$ cat config.mk
export PLATFORM = sky130hd
export DESIGN_NAME = systolic_input_skewer
export DESIGN_NICKNAME = d
export VERILOG_FILES = /design/src/rtl/systolic_input_skewer.sv
export SDC_FILE = /design/constraint.sdc
export NUM_CORES = 1
export LEC_CHECK = 0
export CAP_MARGIN = 10
export CORE_MARGIN = 1
export CORE_UTILIZATION = 47
export CTS_CLUSTER_SIZE = 14
export DETAILED_ROUTE_END_ITERATION = 6
export MAX_ROUTING_LAYER = met4
export PLACE_DENSITY = 0.79
export SETUP_SLACK_MARGIN = 0.05
export SYNTH_ARGS = -nofsm -noshare
export SYNTH_HDL_FRONTEND = slang
export SYNTH_SLANG_ARGS = --single-unit
$ cat constraint.sdc
create_clock -name clk_i -period 15.3 [get_ports clk_i]
set_input_delay 3.06 -clock clk_i [delete_from_list [all_inputs] [get_ports clk_i]]
set_output_delay 3.06 -clock clk_i [all_outputs]
set_load 0.03 [all_outputs]
$ cat src/rtl/systolic_input_skewer.sv
// ---------------------------------------------------------------------------
// systolic_input_skewer
//
// Left-edge feeder for the PE systolic array. One NUM_LANES-wide row vector
// is accepted per cycle; lane k leaves the block k+1 cycles later, which
// produces the diagonal wavefront each PE row expects. After the last vector
// of a tile the block holds s_ready_o low until the skew has drained, then
// pulses tile_done_o in the same cycle the last element leaves the top lane.
//
// Build option:
//   SKEW_ZERO_FILL_EN  defined   -> bubble cycles present 0 on lane_data_o
//                      undefined -> bubble data is whatever s_data_i held
//
// Ports:
//   clk_i         clock
//   rst_i         asynchronous reset, active high
//   s_data_i      row vector, lane k at [k*DATA_WIDTH +: DATA_WIDTH]
//   s_valid_i     s_data_i valid
//   s_last_i      last vector of tile, qualified by s_valid_i
//   s_ready_o     skewer can accept this cycle
//   lane_data_o   skewed data, lane k feeds PE row k
//   lane_valid_o  skewed valid per lane
//   tile_done_o   one-cycle pulse, last element leaving lane NUM_LANES-1
//   vec_count_o   vectors accepted in the current tile (saturating)
//   overflow_o    sticky: more than MAX_TILE_VECS accepted without a last
//
// FSM states:
//   state     | meaning
//   ----------+--------------------------------------------------------
//   ST_IDLE   | no tile open, ready to accept
//   ST_STREAM | tile open, accepting vectors
//   ST_FLUSH  | last vector taken, ready low while the skew drains
// ---------------------------------------------------------------------------
module systolic_input_skewer #(
  parameter int NUM_LANES     = 4,
  parameter int DATA_WIDTH    = 32,
  parameter int MAX_TILE_VECS = 256
) (
  input  logic                                 clk_i,
  input  logic                                 rst_i,
  input  logic [NUM_LANES*DATA_WIDTH-1:0]      s_data_i,
  input  logic                                 s_valid_i,
  input  logic                                 s_last_i,
  output logic                                 s_ready_o,
  output logic [NUM_LANES*DATA_WIDTH-1:0]      lane_data_o,
  output logic [NUM_LANES-1:0]                 lane_valid_o,
  output logic                                 tile_done_o,
  output logic [$clog2(MAX_TILE_VECS+1)-1:0]   vec_count_o,
  output logic                                 overflow_o
);

  localparam int CNT_W = $clog2(MAX_TILE_VECS + 1);
  localparam logic [CNT_W-1:0] CNT_MAX = CNT_W'(MAX_TILE_VECS);

  // The flush counter must hold NUM_LANES-2; keep at least one bit so the
  // declaration stays legal for the 1- and 2-lane builds.
  localparam int FLUSH_W = (NUM_LANES > 2) ? $clog2(NUM_LANES - 1) : 1;
  localparam logic [FLUSH_W-1:0] FLUSH_LOAD =
    FLUSH_W'((NUM_LANES > 1) ? (NUM_LANES - 2) : 0);

  typedef enum logic [1:0] {
    ST_IDLE   = 2'd0,
    ST_STREAM = 2'd1,
    ST_FLUSH  = 2'd2
  } state_e;

  state_e               state_q, state_d;
  logic [FLUSH_W-1:0]   flush_cnt_q, flush_cnt_d;
  logic [CNT_W-1:0]     vec_count_q, vec_count_d;
  logic [CNT_W-1:0]     cnt_base;
  logic                 overflow_q, overflow_d;
  logic [NUM_LANES-1:0] done_q;
  logic                 ready;
  logic                 accept;

  assign ready  = (state_q != ST_FLUSH);
  assign accept = s_valid_i & ready;

  // -------------------------------------------------------------------------
  // Sequencing FSM
  // -------------------------------------------------------------------------
  always_ff @(posedge clk_i or posedge rst_i) begin
    if (rst_i) begin
      state_q     <= ST_IDLE;
      flush_cnt_q <= '0;
    end else begin
      state_q     <= state_d;
      flush_cnt_q <= flush_cnt_d;
    end
  end

  always_comb begin
    state_d     = state_q;
    flush_cnt_d = flush_cnt_q;
    case (state_q)
      ST_IDLE, ST_STREAM: begin
        if (accept) begin
          if (s_last_i) begin
            // A single lane has no skew to drain.
            if (NUM_LANES == 1) begin
              state_d = ST_IDLE;
            end else begin
              state_d     = ST_FLUSH;
              flush_cnt_d = FLUSH_LOAD;
            end
          end else begin
            state_d = ST_STREAM;
          end
        end
      end
      ST_FLUSH: begin
        // Loaded with NUM_LANES-2 so ready stays low for NUM_LANES-1 cycles.
        if (flush_cnt_q == '0) begin
          state_d = ST_IDLE;
        end else begin
          flush_cnt_d = flush_cnt_q - 1'b1;
        end
      end
      default: begin
        state_d = ST_IDLE;
      end
    endcase
  end

  // -------------------------------------------------------------------------
  // Per-lane delay chains: lane k has k+1 stages of data and valid.
  // -------------------------------------------------------------------------
  for (genvar k = 0; k < NUM_LANES; k++) begin : g_lane
    logic [DATA_WIDTH-1:0] lane_in;
    logic [DATA_WIDTH-1:0] data_q [k+1];
    logic [k:0]            valid_q;

`ifdef SKEW_ZERO_FILL_EN
    // Zeroing at the chain input keeps bubbles zero all the way down while
    // the output stays a plain register.
    assign lane_in = accept ? s_data_i[k*DATA_WIDTH +: DATA_WIDTH] : '0;
`else
    assign lane_in = s_data_i[k*DATA_WIDTH +: DATA_WIDTH];
`endif

    always_ff @(posedge clk_i or posedge rst_i) begin
      if (rst_i) begin
        for (int i = 0; i <= k; i++) begin
          data_q[i] <= '0;
        end
        valid_q <= '0;
      end else begin
        data_q[0]  <= lane_in;
        valid_q[0] <= accept;
        for (int i = 1; i <= k; i++) begin
          data_q[i]  <= data_q[i-1];
          valid_q[i] <= valid_q[i-1];
        end
      end
    end

    assign lane_data_o[k*DATA_WIDTH +: DATA_WIDTH] = data_q[k];
    assign lane_valid_o[k]                         = valid_q[k];
  end

  // -------------------------------------------------------------------------
  // Tile-done marker travels alongside the top lane so the pulse lines up
  // exactly with the last element leaving lane NUM_LANES-1.
  // -------------------------------------------------------------------------
  always_ff @(posedge clk_i or posedge rst_i) begin
    if (rst_i) begin
      done_q <= '0;
    end else begin
      done_q[0] <= accept & s_last_i;
      for (int i = 1; i < NUM_LANES; i++) begin
        done_q[i] <= done_q[i-1];
      end
    end
  end

  // -------------------------------------------------------------------------
  // Vector count and overflow
  // -------------------------------------------------------------------------
  // During the done pulse the held count belongs to the finished tile; an
  // accept in that cycle opens the next tile and is counted from zero, and
  // must not be judged against the old tile's count for overflow.
  assign cnt_base = done_q[NUM_LANES-1] ? '0 : vec_count_q;

  always_comb begin
    vec_count_d = cnt_base;
    if (accept && (cnt_base != CNT_MAX)) begin
      vec_count_d = cnt_base + 1'b1;
    end
    overflow_d = overflow_q | (accept & ~s_last_i & (cnt_base == CNT_MAX));
  end

  always_ff @(posedge clk_i or posedge rst_i) begin
    if (rst_i) begin
      vec_count_q <= '0;
      overflow_q  <= 1'b0;
    end else begin
      vec_count_q <= vec_count_d;
      overflow_q  <= overflow_d;
    end
  end

  assign s_ready_o   = ready;
  assign tile_done_o = done_q[NUM_LANES-1];
  assign vec_count_o = vec_count_q;
  assign overflow_o  = overflow_q;

endmodule

; ---- Yosys cells after proc, flatten, opt, wreduce, memory -nomap -nowiden
; Cells that the tools add are included.
[word_totals]
inputBits = 132
word_cells = 53
memories = 0
latch_bits = 0
ram_bits = 0
mem_bits_ro = 0
out_inout_bits = 144
register_bits = 348
[classes]
muxes = 10
reduce_logical = 7
order_cmp = 0
mul = 0
shifts = 0
add_sub_neg = 2
n_eq_ne = 9
n_bitwise = 6
div = 0
[ops]
columns = op, count
row1 = 9-bit two-way mux, 2
row2 = 2-bit two-way mux, 6
row3 = "2-bit inequality test, second input constant", 5
row4 = "9-bit by 1-bit adder with 9-bit output, second input constant", 1
row5 = "9-bit equality test, second input constant", 1
row6 = "9-bit inequality test, second input constant", 1
row7 = 2-bit case mux with 2 select lines, 2
row8 = 1-bit AND, 4
row9 = 2-bit logical NOT, 2
row10 = 4-bit AND reduction, 1
row11 = "2-bit by 1-bit equality test with 1-bit output, second input constant", 1
row12 = "2-bit equality test, second input constant", 1
row13 = 2-bit AND reduction, 1
row14 = 2-bit nonzero test, 1
row15 = 2-bit OR reduction, 1
row16 = "2-bit by 1-bit subtractor with 2-bit output, second input constant", 1
row17 = 1-bit logical AND, 1
row18 = 1-bit NOT, 1
row19 = 1-bit OR, 1

; ---- Logic depth before layout (Yosys ltp)
[logic_depth]
ltp_word = 5
ltp_mapped = 8
depth_no_buf = 7

; ---- Least setup slack after synthesis
; Ideal clock, no wire load.
[synth_timing]
kind = input to register
from = input port s_valid_i
to = register vec_count_q[8] (netlist: vec_count_o[8])
setup_time_ns = 0.077
n_path_buf = 1
setup_slack_ns = 11.353
t_arrival_ns = 3.869
required_ns = 15.223
stages = 4
path_cell_list = clkbuf_1 > nand3_1 > or3_1 > a21oi_1
[synth_between]
elab_chain_len = 3
[synth_rtl]
columns = element, line
row1 = from (decl), 42  ; input logic s_valid_i,
row2 = 1-bit AND, 77  ; assign accept = s_valid_i & ready;
row3 = 1-bit logical AND, 186  ; if (accept && (cnt_base != CNT_MAX)) begin
row4 = 9-bit two-way mux, 186
row5 = via vec_count_d[8], 69  ; logic [CNT_W-1:0] vec_count_q, vec_count_d;
row6 = to (signal assigned), 197  ; vec_count_q <= vec_count_d;
row7 = to (decl), 69
; The timed path passes the listed nets, and every way through them passes these cells.
; A chain may end at the register's enable or synchronous reset.

; ---- Worst setup path after layout
[layout_timing]
from = register state_q[1]
to = output port s_ready_o
[layout_between]
elab_chain_len = 1
[layout_rtl]
columns = element, line
row1 = from (decl), 67  ; state_e state_q, state_d;
row2 = from (signal assigned), 87  ; state_q <= state_d;
row3 = 2-bit inequality test, 76  ; assign ready = (state_q != ST_FLUSH);
row4 = to (decl), 44  ; output logic s_ready_o,
; No other way between the ends.

==> metrics.csv <==
metric;value;unit
status;finished, final reports clean;
CTS sink count;342;
WS Path Type;reg2out;
sequential fraction of the synthesis area;88.30;%
# DRC;0;
starting density of the core;47.90;%
CTS buffer count;34;
CTS tree;yes;
worst path bufs/invs;1;
r2r setup slk;13.38;ns
DIE HEIGHT;145.6;um
die area;21200;sq um
Clock Path Buffers;3;
CP endpoint kind;output pin;
DR top layer;met4;
Non-Filler Instances;1009;
vias in the first global route;4876;
worst hold path cell count;0;
initial antenna violation count;0;
Hold Path Sink;done_q[2];
Pwr Total;2.011;mW
Critical Path RT;12.24;ns
WL met2;8167;um
GRT Total Usage;16.22;%
Peak supply drop;0.1278;mV
Root Driver;clkbuf_16;
total negative slack;0;ns
Placement Rows;52;
Leak;5.834;nW
CP startpoint kind;flop;
Max Cap Viol;0;
cell area after synthesis;9692;sq um
ANT cells;0;
IO buf count;275;
Fill cells;1323;
RSZ-0062 raised after global routing;false;
Max stage delay on crit path;0.70;ns
antenna-violating nets left;0;
R2R Path Start;done_q[3];
Ports;276;
total gr overflow;0;
first-pass GRT wire length;25730;um
RD Place Congestion;0.8326;
CP delay by family, top;buffers and inverters;
DRT iter0 DRCs;176;
hold-fix buffers at CTS;0;
worst r2r dst;vec_count_o[8];
detailed-route wire length;15910;um
Arrival @ worst endpoint;1.87;ns
CTS H-tree depth;2;
area growth from synthesis to layout;36.20;%
DR vias;4373;
via/cell ratio;4.334;
share of cells above drive strength 1;8.254;%
hold path start;done_q[1];
placed cells;950;
min-delay worst type;reg2reg;
post-CTS setup buffers;0;
die width;145.6;um
dpl hpwl;10490;um
Mapped Cells;505;
Syn Area/Cell;19.19;sq um
Met3 Wirelength;1269;um
largest net degree at the start of global routing;192;
Core Box Area;20230;sq um
routed wire length per instance;15.76;um
fmax;202.8;MHz
Compound-Gate Fraction of Synth Area;0.4389;%
Pins Over Slew Limit;0;
Routed met1 length;6146;um
Post-Synth XOR/XNOR Area;0.6326;%
slowest stage cell on the critical path;clkdlybuf4s50_1;
crit path cell chain;nand2b_2 > clkdlybuf4s50_1;
pwr dens;152.3;nW/um^2
clock skew;0.02063;ns
Slew HR;33.82;%
clk_lat worst skew;0.51;ns
Synth warnings;0;
Synth cell types;30;
Clock Pin Slew Worst Setup and Hold Paths;0.06;ns
Layout Nets;850;
fin crit period;4.931;ns
Post-Syn Nets;639;
Adder-Cell Fraction of Synth Area;0.2582;%
Hold Fails Final Rpt;0;
largest family of logic cells by synthesized area;buffers and inverters;
R2R cell count;6;
Slew @ Worst Pin;0.9927;ns
CP max FO;9;
DRT Pass-1 Iters;4;
final setup vio count;0;
simple-gate share of the synthesized area;2.272;%
FF+latch count, synth;342;
crit share post-route;32.23;%
mux cell area share after synthesis;0.1033;%
Resize count post-CTS;0;
stage by stage:
stage,hold slack [ns],utilization (%),area (sq um),setup WS (ns)
4_1_cts,0.3337,65.24,13200,10.35
6_report,0.3353,65.24,13200,10.37
3_5_place_dp,0.3347,59.55,12050,9.999
2_1_floorplan,0.3312,-,9692,2.760
5_1_grt,0.3479,65.24,13200,10.17
3_3_place_gp,0.3314,59.55,12050,10.09
power breakdown:
part	switching [mW]	internal [mW]
clock	0.321	0.507
sequential	0.0261	0.960
combinational	0.109	0.0878
total	0.456	1.56
synth_stat cells, drive strengths merged:
cell type    n  share of area (%)
buf        100                7.8
nand3        4               0.21
or3          1              0.065
dfrtp      342                 88
nor2b        2               0.13
nand2b       2               0.15
and2         3               0.22
nor3b        1              0.077
ha           2               0.26
xor2         5               0.45
a22oi        1              0.077
xnor2        2               0.18
nor2         8               0.31
and3         3               0.21
a21oi        1              0.052
or2          1              0.065
and4         1              0.090
clkbuf       1              0.039
inv          4               0.15
nand2        7               0.27
o21ai        6               0.31
nand4        4               0.26
nor4         2               0.13
mux2i        1               0.10
nand4b       1              0.090
cell families (layout without fill, tap and decap cells):
family / after synthesis / in the layout
buf+inv: 105 / 339
flops: 342 / 342
fa+ha+maj: 2 / 2
mux: 1 / 1
simple gates: 40 / 40
xor+xnor: 7 / 7
compound gates: 8 / 8
cells in the final DEF, fill, tap and decap left out, drive strengths merged:
master | Yosys | layout
clkbuf | 1 | 43
nor4 | 2 | 2
and4 | 1 | 1
dfrtp | 342 | 342
xor2 | 5 | 5
clkdlybuf4s50 | 0 | 275
mux2i | 1 | 1
buf | 100 | 1
ha | 2 | 2
nand2 | 7 | 7
xnor2 | 2 | 2
nor2 | 8 | 8
clkinv | 0 | 8
or3 | 1 | 1
nor2b | 2 | 2
and3 | 3 | 3
nor3b | 1 | 1
nand4b | 1 | 1
inv | 4 | 7
a22oi | 1 | 1
or2 | 1 | 1
nand3 | 4 | 4
bufinv | 0 | 4
nand2b | 2 | 2
a21oi | 1 | 1
and2 | 3 | 3
nand4 | 4 | 4
clkinvlp | 0 | 1
o21ai | 6 | 6
metal layers:
metal | track usage, % | vias to the layer above
met5 | - | -
met4 | 5.158 | 0
met3 | 5.455 | 34
met2 | 26.15 | 212
met1 | 19.36 | 2213
li1 | - | 1914
flip-flops by register name (all words and copies together) (netlist names):
name and cells:
flush_cnt_q 2, state_q 2, overflow_o 1, done_q 4, g_lane.data_q 224, vec_count_o 9
g_lane.valid_q 4, lane_data_o 96
layout make-up:
type / count / area (sq um) / share of cell area [%]
clock buffers: 43 / 944.7 / 7.156
clock inverters: 16 / 205.2 / 1.554
inverters: 4 / 22.52 / 0.1706
multi-input cells: 58 / 359.1 / 2.720
flip-flops and latches: 342 / 8558 / 64.83
well taps: 270 / 337.8 / 2.559
repair buffers: 276 / 2773 / 21.00
worst max-delay path by stage:
stage / startpoint / end / slack (ns) / depth (start not counted)
finish: state_q[1] / s_ready_o / 10.37 / 2
global placement: rst_i / g_lane[1].data_q[35] / 10.09 / 3
global route: rst_i / lane_data_o[103] / 10.17 / 3
detailed placement: rst_i / g_lane[1].data_q[63] / 10.0 / 3
CTS: state_q[1] / s_ready_o / 10.35 / 2
floorplan: rst_i / done_q[0] / 2.76 / 1
Note: power is estimated with default switching activity, not from simulation.
